**src/rtl/bv_match_encoder_if.sv**
```systemverilog
// Bundle of handshake and data signals around bv_match_encoder.
//   bv_in_valid/bv_in/bv_in_sop/bv_in_ready : 36-bit AND-reduced chunk stream in
//   match_valid/match_ready/match_hit/match_index : encoded rule result out
// slave = encoder side, master = chunk producer / result consumer side.
interface bv_match_encoder_if #(
  parameter int unsigned CHUNK_W = 36,
  parameter int unsigned IDX_W   = 9
);
  logic               bv_in_valid;
  logic [CHUNK_W-1:0] bv_in;
  logic               bv_in_sop;
  logic               bv_in_ready;
  logic               match_valid;
  logic               match_ready;
  logic               match_hit;
  logic [IDX_W-1:0]   match_index;

  modport slave (
    input  bv_in_valid, bv_in, bv_in_sop, match_ready,
    output bv_in_ready, match_valid, match_hit, match_index
  );

  modport master (
    output bv_in_valid, bv_in, bv_in_sop, match_ready,
    input  bv_in_ready, match_valid, match_hit, match_index
  );
endinterface

```
**src/rtl/bv_match_encoder.sv**
```systemverilog
// Collects NUM_CHUNKS chunks of a rule-match bit vector and priority-encodes
// the lowest set rule index into a registered valid/ready result.
//   clk          : clock
//   reset        : asynchronous active-low reset
//   bus          : chunk stream in, match result out (slave modport)
//   sync_err_cnt : saturating count of framing errors (stray sop / missing sop)
module bv_match_encoder #(
  parameter int unsigned CHUNK_W    = 36,
  parameter int unsigned NUM_CHUNKS = 8,
  parameter int unsigned IDX_W      = 9
) (
  input  logic                  clk,
  input  logic                  reset,
  bv_match_encoder_if.slave     bus,
  output logic [15:0]           sync_err_cnt
);

  localparam int unsigned CNT_W = (NUM_CHUNKS > 1) ? $clog2(NUM_CHUNKS) : 1;
  localparam int unsigned LSB_W = (CHUNK_W > 1) ? $clog2(CHUNK_W) : 1;

  typedef enum logic {
    IDLE = 1'b0,
    ACC  = 1'b1
  } state_e;

  state_e             state_q, state_d;
  logic [CNT_W-1:0]   cnt_q, cnt_d;
  logic               found_q, found_d;
  logic [IDX_W-1:0]   idx_q, idx_d;
  logic               mvalid_q, mvalid_d;
  logic               mhit_q, mhit_d;
  logic [IDX_W-1:0]   midx_q, midx_d;
  logic [15:0]        err_q, err_d;

  logic [LSB_W-1:0]   lsb_c;
  logic               chunk_any_c;
  logic               accept_c;
  logic               err_inc_c;
  logic               last_c;
  logic               acc_found_c;
  logic [IDX_W-1:0]   acc_idx_c;

  // A held, unconsumed result backpressures the chunk stream.
  assign bus.bv_in_ready = !(mvalid_q && !bus.match_ready);
  assign accept_c        = bus.bv_in_valid && bus.bv_in_ready;
  assign chunk_any_c     = |bus.bv_in;

  // Lowest set bit of the current chunk; scanning downwards lets the lowest win.
  always_comb begin
    lsb_c = '0;
    for (int i = int'(CHUNK_W) - 1; i >= 0; i--) begin
      if (bus.bv_in[i]) lsb_c = LSB_W'(i);
    end
  end

  // Next-state for accumulator, framing and result register.
  always_comb begin
    state_d     = state_q;
    cnt_d       = cnt_q;
    found_d     = found_q;
    idx_d       = idx_q;
    mvalid_d    = mvalid_q;
    mhit_d      = mhit_q;
    midx_d      = midx_q;
    err_d       = err_q;
    err_inc_c   = 1'b0;
    last_c      = 1'b0;
    acc_found_c = found_q;
    acc_idx_c   = idx_q;

    // Result drains on handshake; a completing vector below overrides this.
    if (mvalid_q && bus.match_ready) begin
      mvalid_d = 1'b0;
      mhit_d   = 1'b0;
      midx_d   = '0;
    end

    if (accept_c) begin
      if (bus.bv_in_sop) begin
        // Stray sop mid-vector: partial vector is abandoned, chunk restarts it.
        err_inc_c   = (state_q == ACC);
        acc_found_c = chunk_any_c;
        acc_idx_c   = chunk_any_c ? IDX_W'(lsb_c) : '0;
        last_c      = (NUM_CHUNKS == 1);
        cnt_d       = CNT_W'(1);
        state_d     = ACC;
      end else if (state_q == IDLE) begin
        // Missing sop: chunk dropped.
        err_inc_c = 1'b1;
      end else begin
        if (!found_q && chunk_any_c) begin
          acc_found_c = 1'b1;
          acc_idx_c   = IDX_W'(IDX_W'(cnt_q) * IDX_W'(CHUNK_W) + IDX_W'(lsb_c));
        end
        last_c = (cnt_q == CNT_W'(NUM_CHUNKS - 1));
        cnt_d  = cnt_q + CNT_W'(1);
      end

      if (state_q == ACC || bus.bv_in_sop) begin
        found_d = acc_found_c;
        idx_d   = acc_idx_c;
      end

      if (last_c) begin
        mvalid_d = 1'b1;
        mhit_d   = acc_found_c;
        midx_d   = acc_found_c ? acc_idx_c : '0;
        cnt_d    = '0;
        found_d  = 1'b0;
        idx_d    = '0;
        state_d  = IDLE;
      end
    end

    if (err_inc_c && (err_q != 16'hFFFF)) begin
      err_d = err_q + 16'd1;
    end
  end

  // State registers.
  always_ff @(posedge clk or negedge reset) begin
    if (!reset) begin
      state_q  <= IDLE;
      cnt_q    <= '0;
      found_q  <= 1'b0;
      idx_q    <= '0;
      mvalid_q <= 1'b0;
      mhit_q   <= 1'b0;
      midx_q   <= '0;
      err_q    <= '0;
    end else begin
      state_q  <= state_d;
      cnt_q    <= cnt_d;
      found_q  <= found_d;
      idx_q    <= idx_d;
      mvalid_q <= mvalid_d;
      mhit_q   <= mhit_d;
      midx_q   <= midx_d;
      err_q    <= err_d;
    end
  end

  assign bus.match_valid = mvalid_q;
  assign bus.match_hit   = mhit_q;
  assign bus.match_index = midx_q;
  assign sync_err_cnt    = err_q;

endmodule

```
**src/flat_wrapper.sv**
```systemverilog
// flat-port wrapper written by rule: the top's interface ports become plain ports
module bv_match_encoder_flat 
#(
  parameter int unsigned CHUNK_W    = 36,
  parameter int unsigned NUM_CHUNKS = 8,
  parameter int unsigned IDX_W      = 9
)
  (clk, reset, sync_err_cnt, bus_bv_in_valid, bus_bv_in, bus_bv_in_sop, bus_match_ready, bus_bv_in_ready, bus_match_valid, bus_match_hit, bus_match_index);
  bv_match_encoder_if #(.CHUNK_W(CHUNK_W), .IDX_W(IDX_W)) bus_i ();
  input  logic clk;
  input  logic reset;
  output logic [15:0] sync_err_cnt;
  input wire logic [$bits(bus_i.bv_in_valid)-1:0] bus_bv_in_valid;
  input wire logic [$bits(bus_i.bv_in)-1:0] bus_bv_in;
  input wire logic [$bits(bus_i.bv_in_sop)-1:0] bus_bv_in_sop;
  input wire logic [$bits(bus_i.match_ready)-1:0] bus_match_ready;
  output wire logic [$bits(bus_i.bv_in_ready)-1:0] bus_bv_in_ready;
  output wire logic [$bits(bus_i.match_valid)-1:0] bus_match_valid;
  output wire logic [$bits(bus_i.match_hit)-1:0] bus_match_hit;
  output wire logic [$bits(bus_i.match_index)-1:0] bus_match_index;
  assign bus_i.bv_in_valid = bus_bv_in_valid;
  assign bus_i.bv_in = bus_bv_in;
  assign bus_i.bv_in_sop = bus_bv_in_sop;
  assign bus_i.match_ready = bus_match_ready;
  assign bus_bv_in_ready = bus_i.bv_in_ready;
  assign bus_match_valid = bus_i.match_valid;
  assign bus_match_hit = bus_i.match_hit;
  assign bus_match_index = bus_i.match_index;
  bv_match_encoder #(.CHUNK_W(CHUNK_W), .NUM_CHUNKS(NUM_CHUNKS), .IDX_W(IDX_W)) u_core (.clk(clk), .reset(reset), .bus(bus_i), .sync_err_cnt(sync_err_cnt));
endmodule
```
**config.mk**
```make
export PLATFORM = sky130hd
export DESIGN_NAME = bv_match_encoder_flat
export DESIGN_NICKNAME = d
export VERILOG_FILES = /design/src/rtl/bv_match_encoder_if.sv /design/src/rtl/bv_match_encoder.sv /design/src/flat_wrapper.sv
export SDC_FILE = /design/constraint.sdc
export NUM_CORES = 1
export LEC_CHECK = 0
export ABC_AREA = 1
export BUFFER_PORTS_ARGS = -buffer_cell sky130_fd_sc_hd__buf_4
export CORE_ASPECT_RATIO = 1.5
export CORE_UTILIZATION = 30
export CTS_CLUSTER_DIAMETER = 150
export DETAILED_ROUTE_END_ITERATION = 8
export PLACE_DENSITY = 0.62
export SLEW_MARGIN = 15
export SYNTH_ARGS = -nofsm -noshare
export SYNTH_HDL_FRONTEND = slang
export SYNTH_SLANG_ARGS = --single-unit
```
**constraint.sdc**
```tcl
create_clock -name clk -period 2 [get_ports clk]
set_input_delay 0.6 -clock clk [delete_from_list [all_inputs] [get_ports clk]]
set_output_delay 0.6 -clock clk [all_outputs]
set_load 0.1 [all_outputs]
```
; ---- Word level (Yosys, flattened, before mapping)
; Index checks and enable logic that the tools add are counted.
[op_classes]
n_addsub = 3
n_mul = 1
n_eq_ne = 2
mux = 69
n_reduce_logical = 16
[ops]
columns = op, count
row1 = 6-bit two-way mux, 37
row2 = 9-bit two-way mux, 9
row3 = 36-bit OR reduction, 1
row4 = 1-bit two-way mux, 20
row5 = 16-bit by 1-bit adder with 16-bit output (second input constant), 1
row6 = 16-bit != test (second input constant), 1
row7 = 9-bit by 6-bit adder with 9-bit output, 1
row8 = 3-bit two-way mux, 3
row9 = 3-bit by 4-bit multiplier with 7-bit output (second input constant), 1
row10 = 2-bit AND reduction, 3
row11 = 1-bit logical AND, 5
row12 = 2-bit nonzero test, 2
row13 = 3-bit by 1-bit adder with 3-bit output (second input constant), 1
row14 = 3-bit equality test (second input constant), 1
row15 = 1-bit zero test, 3
row16 = 3-bit nonzero test, 1
row17 = 1-bit logical OR, 1
[totals]
register_bits = 41
input_bits = 41
output_inout_bits = 28
elab_cells = 99

; ---- Depth between registers and ports, before layout
; Gate-level depths: netlist (run 1).
[depth]
depth_word = 43
depth_mapped = 39
depth_no_buf = 39

; ---- Worst setup path before layout (run 1)
; No wires, ideal clock.
[synth_timing]
path_type = register -> register
startpoint = reg u_core.mvalid_q (netlist: u_core.bus.match_valid)
endpoint = reg u_core.err_q[15] (netlist: u_core.sync_err_cnt[15])
setup_time_ps = 158
t_arrival_ps = 3239
t_required_ps = 1842
path_slack_ps = -1397
path_stages_with_launch = 12
path_buffers = 0
synth_period_minus_slack_ps = 3397
cell_sequence = dfrtp_1 > nand2_1 > nand2_1 > nor2_1 > nand2_1 > nor3_1 > nand3_1 > nor2_1 > nand3_1 > nor3_1 > nand2_1 > xnor2_1
[synth_between]
elab_chain_cells = 5
[synth_rtl]
columns = element, line_no
row1 = start: declaration, bv_match_encoder.sv:30  ; logic mvalid_q, mvalid_d;
row2 = start signal: assignment, bv_match_encoder.sv:136  ; mvalid_q <= mvalid_d;
row3 = 1-bit logical AND, bv_match_encoder.sv:44  ; assign bus.bv_in_ready = !(mvalid_q && !bus.match_ready);
row4 = 1-bit zero test, bv_match_encoder.sv:44
row5 = via bus_bv_in_ready, flat_wrapper.sv:17  ; output wire logic [$bits(bus_i.bv_in_ready)-1:0] bus_bv_in_ready;
row6 = 1-bit logical AND, bv_match_encoder.sv:45  ; assign accept_c = bus.bv_in_valid && bus.bv_in_ready;
row7 = 1-bit two-way mux, bv_match_encoder.sv:78  ; if (accept_c) begin
row8 = 1-bit logical AND, bv_match_encoder.sv:115  ; if (err_inc_c && (err_q != 16'hFFFF)) begin
row9 = end signal: assignment, bv_match_encoder.sv:139  ; err_q <= err_d;
row10 = end: declaration, bv_match_encoder.sv:33  ; logic [15:0] err_q, err_d;
; The timed path passes the listed nets, and every way through them passes these cells.
; A chain may end at the register's enable or synchronous reset.

; ---- Worst setup path after layout (run 1)
[layout_timing]
startpoint = in bus_bv_in[34]
endpoint = reg u_core.idx_q[0]
[layout_between]
elab_chain_cells = 41
word_cells_on_any_way = 44
cone_classes = add/sub (1) / mux (41) / reduce/logical (2)
[layout_rtl]
columns = element, line_no
row1 = start: declaration, flat_wrapper.sv:14  ; input wire logic [$bits(bus_i.bv_in)-1:0] bus_bv_in;
row2 = 6-bit two-way mux (35 in a row), bv_match_encoder.sv:52  ; if (bus.bv_in[i]) lsb_c = LSB_W'(i);
row3 = 9-bit by 6-bit adder with 9-bit output, bv_match_encoder.sv:93  ; acc_idx_c = IDX_W'(IDX_W'(cnt_q) * IDX_W'(CHUNK_W) + IDX_W'(lsb_c));
row4 = 9-bit two-way mux, bv_match_encoder.sv:91  ; if (!found_q && chunk_any_c) begin
row5 = 9-bit two-way mux, bv_match_encoder.sv:87  ; end else if (state_q == IDLE) begin
row6 = 9-bit two-way mux *, bv_match_encoder.sv:79  ; if (bus.bv_in_sop) begin
row7 = 9-bit two-way mux *, bv_match_encoder.sv:99  ; if (state_q == ACC || bus.bv_in_sop) begin
row8 = 9-bit two-way mux *, bv_match_encoder.sv:104  ; if (last_c) begin
row9 = end signal: assignment, bv_match_encoder.sv:135  ; idx_q <= idx_d;
row10 = end: declaration, bv_match_encoder.sv:29  ; logic [IDX_W-1:0] idx_q, idx_d;
; Every way passes the cells marked *; elsewhere a longest branch is shown, timed or not. The select of a mux whose other input is x is not followed.

==> results of run 1 <==
==> kinds of logic (layout without fill, tap and decap cells) <==
group | count (synthesis) | in the layout | synth area share, %
buffers and inverters | 72 | 217 | 10.8
AOI/OAI and AO/OA | 47 | 47 | 10.3
DFF | 41 | 41 | 40.5
adders and majority gates | 9 | 9 | 4.74
xor gates and xnor gates | 18 | 18 | 6.22
and+or+nand+nor | 169 | 169 | 27.4
==> cell usage in the layout (no fill, tap or decap), types with 2 or more instances in the layout <==
cell type / n
nor2_2: 7
dfrtp_4: 8
nand2_1: 71
o22ai_1: 5
buf_6: 22
o21ai_2: 4
inv_2: 15
inv_1: 52
nand2_2: 16
o21ai_0: 2
a21oi_1: 4
nand4_1: 2
dfrtp_2: 7
nor2_4: 18
nand3_1: 17
dfrtp_1: 26
o21ai_1: 16
nand3_2: 8
xnor2_1: 6
a21oi_2: 4
ha_1: 4
nor2_1: 14
a21oi_4: 2
ha_4: 4
nand2_4: 4
xor2_1: 12
nand3_4: 4
buf_4: 115
nor3_4: 3
clkbuf_16: 5
a31oi_4: 3
buf_8: 2
==> state kept, by name, summed over array words and instances (netlist names) <==
name / count
u_core.bus.match_index: 9
u_core.found_q: 1
u_core.sync_err_cnt: 16
u_core.bus.match_valid: 1
u_core.bus.match_hit: 1
u_core.state_q: 1
u_core.cnt_q: 3
u_core.idx_q: 9
==> final cells by class <==
cell class | count | area [sq um] | area share, %
Multi-Input combinational cell | 243 | 1790 | 39.1
Clock inverter | 3 | 46.3 | 1.01
Inverter | 70 | 280 | 6.12
Timing Repair Buffer | 139 | 1140 | 24.9
Sequential cell | 41 | 1060 | 23.2
Clock buffer | 5 | 125 | 2.73
Tap cell | 105 | 131 | 2.87
==> how the worst max path moves through the flow <==
stage,end,slack (ns)
5_1_grt,u_core.idx_q[0],-0.79
2_1_floorplan,u_core.idx_q[0],-0.38
3_5_place_dp,u_core.idx_q[0],-0.75
3_3_place_gp,u_core.idx_q[4],-0.69
4_1_cts,u_core.bus.match_index[0],-0.44
6_report,u_core.idx_q[0],-0.46
==> through the flow <==
step / instance area [sq um] / util (%)
6_report: 4580 / 56.5
5_1_grt: 4580 / 56.5
4_1_cts: 4250 / 52.4
3_5_place_dp: 3810 / 47.1
3_3_place_gp: 3810 / 47.1
2_1_floorplan: 2780 / -
==> cell usage after synthesis <==
cell	instances	area share, %
a31oi_1	4	0.99
nor2_1	37	5.5
nand2_2	1	0.25
o21bai_1	1	0.30
nor4_1	1	0.25
xor2_1	12	4.1
fa_1	1	0.79
and2_1	1	0.25
nor3_1	5	0.99
o211ai_1	1	0.30
inv_2	12	1.8
a21oi_1	10	2.0
o22ai_1	5	1.2
a22oi_1	1	0.30
clkinv_1	1	0.15
inv_1	56	8.3
o21ai_1	19	3.8
dfrtp_1	41	40
nand3_1	29	5.7
inv_4	1	0.25
nand2_1	91	13
clkbuf_1	1	0.15
xnor2_1	6	2.1
ha_1	8	4.0
o31ai_1	2	0.59
o21ai_0	3	0.59
a211oi_1	1	0.30
buf_2	1	0.20
nor2_2	2	0.49
nand4_1	2	0.49
==> worst max-delay path: cells and delay by family <==
family                 cells  cell delay (ns)
AND/OR/NAND/NOR           38             1.92
buffers and inverters      2             0.15
==> report_power, final <==
part	switching (mW)	leakage [nW]	internal [mW]
registers	0.109	0.509	0.990
logic	1.13	1.68	0.514
clock network	0.341	0.0800	0.590
==> metal layers <==
| metal | vias up | track usage, % | wire (microns) |
|---|---|---|---|
| met5 | - | 0 | 0 |
| met4 | 0 | 8.18 | 217 |
| met3 | 17 | 2.79 | 220 |
| met2 | 70 | 35.4 | 4320 |
| met1 | 1320 | 16.8 | 2740 |
| li1 | 1402 | - | - |
==> timing repair <==
item / 4_1_cts / 5_1_grt
gates resized for setup: 46 / 60
setup buffers: 12 / 7
setup endpoints to repair: 23 / 25
pin swaps: 25 / 34
==> impl_metrics.csv, run 1 <==
group,metric,value,unit
routing,route.vias.total,2809,
clock_tree,cts_htree_levels,2,
sta,setup_ws,-0.456,ns
sta,tns,-4.97,ns
finish,fin_nets,550,
sta,whs,0.292,ns
die,floorplan.rows,40,
worst_setup_path,crit_fanout,2,
grt,grt_max_degree,42,
clock_tree,cts_tree,"done",
routing,drc,0,
clock_tree,cts_sinks,41,
worst_hold_path,hold_class,"input pin to asynchronous set/reset pin",
worst_setup_path,r2r_slack,0,ns
clock_tree,clock_latency,0.29,ns
placed_design,place_ws,-0.754,ns
routing,drt_iter0_drc,99,
finish,fin_cells,606,
synthesis,ys_ff_latch,41,
pwr,power.total,3.68,mW
die,die_h,115,microns
routing,final_antenna_net_count,0,
synthesis,synth_cell_types,30,
clock_tree,path_clk_slew,0.06,ns
die,io_pins,69,
worst_setup_path,required,2.22,ns
clock_tree,cts_buffers,5,
finish,antenna_cells,0,
sta,max_freq,0.407,GHz
synthesis,yosysSeqAreaShare,40.5,%
placed_design,port_buffers,68,
placed_design,dpl.cell_count,581,
worst_setup_path,startpoint_type,"input pin",
grt,antenna_found_initial,0,
pwr,leakage,2.27,nW
worst_setup_path,critical_path.most_common_cell,"nand2_1",
synthesis,synth_cells,356,
clock_tree,holdBufCountCts,0,
grt,grt_pass1_vias,2873,
sta,relSlewSlack,64.8,%
sta,finClkSkew,0.00487,ns
pwr,ir_drop,1.05,mV
synthesis,yosys_warnings,0,
placed_design,hpwl,5.53,mm
finish,n_fill_cell,741,
sta,slew_viol_final,0,
grt,grt_pass1_wl,12.3,mm
outcome,status,"finished, violations left",
pwr,p_per_area,803,nW/um^2
sta,worst_pin_slew,0.529,ns
die,design.core.area,8110,sq um
worst_setup_path,slowest_delay,0.11,ns
placed_design,gp_congestion,0.800,
synthesis,netlist_area,2530,sq um
sta,hold_viol,0,
worst_setup_path,ff2ff_path_depth,12,
worst_setup_path,r2r-start,"u_core.sync_err_cnt[0]",
worst_setup_path,cp_slowest_cell,"buf_8",
synthesis,synth_fp_nets,406,
finish,areaGrowthSynthToFinish,80.9,%
outcome,violations,"setup timing",
die,start_util,31.3,%
routing,routedWlPerCell,12.4,microns
synthesis,avgSynthCellArea,7.12,sq um
grt,grt_usage,17.5,%
sta,period_share,123,%
worst_setup_path,path_class,"input pin to flip-flop",
worst_setup_path,critPathArrivalTime,2.68,ns
routing,routed_wl,7.49,mm
routing,post_drt_via_cell_ratio,4.64,
finish,layout-drive-gt1-share,53.1,%
grt,grt_overflow_total,0,
worst_setup_path,critPathCaptureType,"flip-flop",
worst_setup_path,startpoint,"bus_bv_in[34]",
clock_tree,root_buffer,"clkbuf_16",
flow_run,cap_violations,0,
clock_tree,clk_path_buf_depth,2,
sta,rsz0062_at_grt,"yes",
worst_setup_path,r2r_end,"u_core.sync_err_cnt[15]",
routing,dr.pass1.iters,4,
die,die_w,77.0,microns
sta,fin_crit,2.46,ns
die,die-area,8820,sq um
sta,setup_violations,19,
Note: power is estimated with default switching activity, not from simulation.
==> run 2: changes to the inputs <==
--- a/constraint.sdc
+++ b/constraint.sdc
@@ -3,2 +3,2 @@
 set_output_delay 0.6 -clock clk [all_outputs]
-set_load 0.1 [all_outputs]
+set_load 0.05 [all_outputs]
==> run 2 against run 1 <==
Effect of this change:
- the run still ends with setup timing left
- sequential share of layout area shrank 0.12 points
- highest routed layer unchanged
- via count shrank 1.5%
- final cell count shrank 0.33%
==> impl_metrics.csv, run 2 (synthesis gave the netlist of run 1 again) <==
group,metric,value,unit
outcome,status,"finished, violations left",
outcome,violations,"setup timing",
clock_tree,cts_sinks,41,
finish,layout-drive-gt1-share,50.5,%
sta,slew_viol_final,0,
grt,grt_max_degree,42,
worst_hold_path,hold_class,"input pin to asynchronous set/reset pin",
clock_tree,cts_buffers,5,
pwr,p_per_area,738,nW/um^2
sta,rsz0062_at_grt,"yes",
worst_setup_path,slowest_delay,0.09,ns
finish,layout_commonest_cell,"buf_4",
clock_tree,holdBufCountCts,0,
pwr,leakage,2.26,nW
worst_setup_path,crit_fanout,2,
finish,largest_reg_flops,16,
die,start_util,31.3,%
worst_setup_path,critPathArrivalTime,2.64,ns
clock_tree,path_clk_slew,0.06,ns
sta,period_share,124,%
grt,grt_pass1_vias,2894,
die,die_w,77.0,microns
die,design.core.area,8110,sq um
clock_tree,root_buffer,"clkbuf_16",
worst_setup_path,path_class,"input pin to flip-flop",
worst_setup_path,r2r_end,"u_core.sync_err_cnt[13]",
worst_setup_path,required,2.17,ns
clock_tree,cts_tree,"done",
clock_tree,clock_latency,0.28,ns
pwr,power.total,3.31,mW
placed_design,gp_congestion,0.825,
finish,most-common-layout-cells,"111 x buf_4, 77 x nand2_1, 50 x inv_1",
grt,antenna_found_initial,0,
sta,worst_pin_slew,0.518,ns
routing,routed_wl,7.45,mm
finish,final_cell_area,4480,sq um
grt,grt_overflow_total,0,
sta,fin_crit,2.47,ns
routing,drt_iter0_drc,58,
finish,areaGrowthSynthToFinish,76.9,%
worst_setup_path,r2r_slack,0.08,ns
routing,routedWlPerCell,12.3,microns
sta,relSlewSlack,65.5,%
worst_setup_path,critPathCaptureType,"flip-flop",
grt,grt_usage,17.3,%
die,floorplan.rows,40,
clock_tree,clk_path_buf_depth,2,
grt,grt_pass1_wl,12.3,mm
flow_run,cap_violations,0,
finish,fin_nets,548,
routing,route.vias.total,2766,
sta,setup_ws,-0.473,ns
placed_design,hpwl,5.57,mm
die,die-area,8820,sq um
finish,n_fill_cell,770,
placed_design,placed_cell_area,3880,sq um
worst_setup_path,startpoint_type,"input pin",
routing,drc,0,
die,io_pins,69,
worst_setup_path,r2r-start,"u_core.sync_err_cnt[0]",
sta,finClkSkew,0.00400,ns
worst_setup_path,critical_path.most_common_cell,"nand2_1",
finish,antenna_cells,0,
routing,final_antenna_net_count,0,
sta,max_freq,0.404,GHz
pwr,ir_drop,1.06,mV
sta,hold_viol,0,
worst_setup_path,startpoint,"bus_bv_in[34]",
worst_setup_path,ff2ff_path_depth,12,
clock_tree,cts_htree_levels,2,
die,die_h,115,microns
routing,post_drt_via_cell_ratio,4.58,
sta,setup_violations,19,
placed_design,port_buffers,68,
routing,dr.pass1.iters,4,
worst_setup_path,cp_slowest_cell,"buf_8",
[run 2: worst max-delay path by stage]
stage	end	slack, ns	depth (start not counted)
finish	u_core.bus.match_index[0]	-0.47	40
global placement	u_core.idx_q[0]	-0.71	40
CTS	u_core.bus.match_index[0]	-0.43	40
global route	u_core.idx_q[0]	-0.87	40
floorplan	u_core.idx_q[0]	-0.38	39
detailed placement	u_core.idx_q[0]	-0.73	40
[run 2: routing by layer]
| layer | global-route usage (%) | wire length [microns] | up-vias |
|---|---|---|---|
| li1 | - | - | 1397 |
| met1 | 17.2 | 2660 | 1284 |
| met2 | 34.5 | 4260 | 66 |
| met3 | 2.15 | 298 | 19 |
| met4 | 8.81 | 223 | 0 |
| met5 | 0 | 0 | - |
[run 2: critical path: cells and delay by family]
kind,cells,cell delay (ns)
and+or+nand+nor,38,1.94
buffers and inverters,2,0.12
[run 2: what timing repair did]
item                       CTS  global route
setup endpoints to repair   23            24
gates resized for setup     49            34
pin swaps                   35            30
setup buffers                9             3
[run 2: layout make-up]
| type | count | area (sq um) | area share [%] |
|---|---|---|---|
| Sequential cell | 41 | 1040 | 23.1 |
| Timing Repair Buffer | 137 | 1130 | 25.3 |
| Clock inverter | 1 | 30.0 | 0.670 |
| Multi-Input combinational cell | 243 | 1730 | 38.6 |
| Inverter | 70 | 278 | 6.20 |
| Clock buffer | 7 | 143 | 3.18 |
| Tap cell | 105 | 131 | 2.93 |
[run 2: power by group]
part	switching, mW	internal [mW]	total [mW]	leakage (nW)
logic	0.771	0.524	1.30	1.66
clock network	0.310	0.623	0.933	0.0841
registers	0.108	0.970	1.08	0.520
[run 2: metrics by stage]
| step | cells | utilization (%) | TNS (ns) | worst slack [ns] | hold slack (ns) |
|---|---|---|---|---|---|
| 2_1_floorplan | 356 | - | -4.08 | -0.376 | 0.304 |
| 3_3_place_gp | 586 | 47.8 | -11.76 | -0.711 | 0.459 |
| 3_5_place_dp | 586 | 47.8 | -12.22 | -0.731 | 0.470 |
| 4_1_cts | 603 | 53.3 | -4.59 | -0.425 | 0.318 |
| 5_1_grt | 604 | 55.3 | -9.20 | -0.866 | 0.342 |
| 6_report | 604 | 55.3 | -5.53 | -0.473 | 0.299 |
==> run 3: changes to the inputs <==
Settings changed: ABC_AREA 1 to unset.
==> run 3 against run 2 <==
Effect of this change:
- the flow still finishes with violations (setup timing)
- area after synthesis is 0.94% lower
- hold slack worse by 0.0030 ns
- synthesized cell count is 21% lower
- final cell count is 11% lower
- routed wire length is 3.2% higher
- sequential share of layout area is 1.8 points higher
- clock skew is 0.0075 ns higher
- maximum frequency is 9.7% lower
- non-clock buffer count is 10 higher
- largest cell class unchanged
- combinational power is 17% lower
- die area is 0.91% lower
- sequential power hardly changed
==> impl_metrics.csv, run 3 <==
group,metric,value,unit
synthesis,yosys_warnings,0,
die,floorplan.rows,40,
worst_setup_path,critPathArrivalTime,2.95,ns
worst_hold_path,hold_class,"input pin to asynchronous set/reset pin",
synthesis,muxShareOfSynthArea,1.65,%
synthesis,post-synth-top-area-cell,"dfrtp_1",
synthesis,synth_fp_nets,330,
finish,final_cell_area,4150,sq um
synthesis,synth_edf_count,0,
sta,hold_viol,0,
synthesis,synth_top_area_share,40.9,%
routing,route.vias.total,2762,
finish,final_util,51.5,%
routing,routed_wl,7.68,mm
clock_tree,cts_tree,"done",
outcome,violations,"setup timing",
placed_design,placed_cell_area,3780,sq um
grt,grt_max_degree,42,
clock_tree,cts_htree_levels,2,
synthesis,synth_fa_ha_area_share,4.79,%
finish,n_fill_cell,754,
finish,largest_reg_flops,16,
clock_tree,path_clk_slew,0.06,ns
grt,antenna_found_initial,0,
placed_design,gp_congestion,0.786,
pwr,ir_drop,0.834,mV
placed_design,hpwl,5.89,mm
synthesis,synthArstFlopShare,100,%
routing,final_antenna_net_count,0,
worst_setup_path,path_class,"input pin to flip-flop",
synthesis,netlist_area,2510,sq um
die,die_h,114,microns
sta,tns,-11.54,ns
finish,antenna_cells,0,
finish,layout_commonest_cell,"buf_4",
finish,most-common-layout-cells,"141 x buf_4, 34 x dfrtp_1, 27 x nand2_1",
sta,setup_ws,-0.737,ns
synthesis,ys_ff_latch,41,
synthesis,synthTopCellsByArea,"dfrtp_1 41%, xnor2_1 5.2%, nand2_1 4.5%",
sta,rsz0062_at_grt,"yes",
routing,drt_iter0_drc,64,
worst_setup_path,r2r-start,"u_core.cnt_q[0]",
clock_tree,clk_path_buf_depth,2,
worst_setup_path,startpoint,"bus_bv_in[0]",
placed_design,port_buffers,68,
synthesis,synth-xor-area-share,6.63,%
sta,max_freq,0.365,GHz
synthesis,synth_ff_type,"dfrtp_1",
worst_setup_path,required,2.21,ns
synthesis,synth_cells,280,
synthesis,synth_common_cells,"41 x dfrtp_1, 30 x nand2_1, 27 x nor2_1",
worst_setup_path,r2r_end,"u_core.bus.match_index[6]",
worst_setup_path,startpoint_type,"input pin",
pwr,p_per_area,750,nW/um^2
sta,relSlewSlack,65.0,%
sta,worst_pin_slew,0.524,ns
die,start_util,31.1,%
worst_setup_path,critPathCaptureType,"flip-flop",
worst_setup_path,path_cells,"buf_4 -> or4_4 -> or4b_4 -> nor2_4 -> ha_4 -> a21o_1 -> a21oi_2 -> xnor2_1 -> mux2i_1 -> o21ai_1",
clock_tree,root_buffer,"clkbuf_16",
synthesis,yosysSeqAreaShare,40.9,%
outcome,status,"finished, violations left",
finish,areaGrowthSynthToFinish,65.4,%
grt,grt_pass1_wl,12.5,mm
flow_run,cap_violations,0,
grt,grt_usage,18.0,%
finish,layout-drive-gt1-share,46.2,%
die,die_w,76.7,microns
worst_setup_path,ff2ff_path_depth,7,
worst_setup_path,endpoint,"u_core.bus.match_index[6]",
synthesis,synth-compound-area-share,18.8,%
placed_design,place_ws,-1.04,ns
sta,setup_violations,20,
grt,grt_pass1_vias,2754,
worst_setup_path,slowest_delay,0.56,ns
die,die-area,8740,sq um
pwr,leakage,1.92,nW
clock_tree,clock_latency,0.28,ns
routing,dr.pass1.iters,4,
die,io_pins,69,
worst_setup_path,crit_fanout,4,
sta,fin_crit,2.74,ns
worst_setup_path,cp_slowest_cell,"or4b_4",
sta,slew_viol_final,0,
synthesis,synth-simple-area-share,24.5,%
sta,finClkSkew,0.0115,ns
die,design.core.area,8060,sq um
routing,routedWlPerCell,14.3,microns
grt,grt_overflow_total,0,
routing,drc,0,
synthesis,synth.most_common_cell,"dfrtp_1",
routing,post_drt_via_cell_ratio,5.15,
sta,period_share,137,%
clock_tree,cts_sinks,41,
synthesis,avgSynthCellArea,8.96,sq um
finish,fin_nets,480,
synthesis,synth_top_family_by_area,"simple AND/OR/NAND/NOR gates",
worst_setup_path,r2r_slack,0.04,ns
clock_tree,cts_buffers,5,
synthesis,synth_cell_types,47,
[run 3: layout make-up]
type,instances,area (sq um),area share [%]
timing repair buffer,147,1130,27.1
multi-input combinational,221,1630,39.2
clock inverter,2,37.5,0.904
inverter,14,55.1,1.33
sequential,41,1030,24.9
clock buffer,6,139,3.35
tap,105,131,3.17
[run 3: repair_timing]
action,CTS,global route
setup endpoints to repair,20,21
hold buffers,0,0
buffers inserted,3,4
gates resized for setup,12,15
pin swaps,6,7
[run 3: how the worst min path moves through the flow]
stage | end | from | depth (start not counted)
floorplan | u_core.bus.match_hit | reset | 0
CTS | u_core.bus.match_hit | reset | 1
global placement | u_core.bus.match_hit | u_core.bus.match_hit | 2
global route | u_core.sync_err_cnt[7] | reset | 1
detailed placement | u_core.bus.match_hit | u_core.bus.match_hit | 2
finish | u_core.sync_err_cnt[8] | reset | 1
[run 3: critical path, delay by kind of cell]
family	cells	cell delay (ns)
simple gates	3	1.25
fa+ha+maj	1	0.24
buf+inv	1	0.11
mux	1	0.11
compound gates	3	0.45
xor+xnor	1	0.17
[run 3: logic make-up (layout without fill, tap and decap cells)]
family	count (synthesis)	in the layout
XOR/XNOR	19	19
adder cells (fa/ha/maj)	9	9
buffers and inverters	18	169
AO/OA/AOI/OAI	70	70
AND/OR/NAND/NOR	119	119
multiplexers	4	4
flip-flops	41	41
[run 3: metal layers]
layer  vias up  GRT usage (%)  part of all wire [%]
met5         -              0                     0
met4         0           8.97                   3.0
li1       1337              -                     -
met2        87           34.0                    54
met1      1322           19.1                    38
met3        16           2.64                   4.9
[run 3: where the power goes]
group / switching (mW) / total, mW / internal, mW / leakage [nW]
logic: 0.646 / 1.08 / 0.438 / 1.31
registers: 0.123 / 1.08 / 0.960 / 0.523
clock network: 0.323 / 0.946 / 0.623 / 0.0831
total: 1.09 / 3.11 / 2.02 / 1.92
[run 3: per-stage QoR]
stage | instances | power, mW | hold WS (ns)
2_1_floorplan | 280 | 1.70 | 0.304
3_3_place_gp | 521 | 2.11 | 0.463
3_5_place_dp | 521 | 2.14 | 0.468
4_1_cts | 532 | 3.12 | 0.319
5_1_grt | 536 | 3.26 | 0.338
6_report | 536 | 3.11 | 0.296
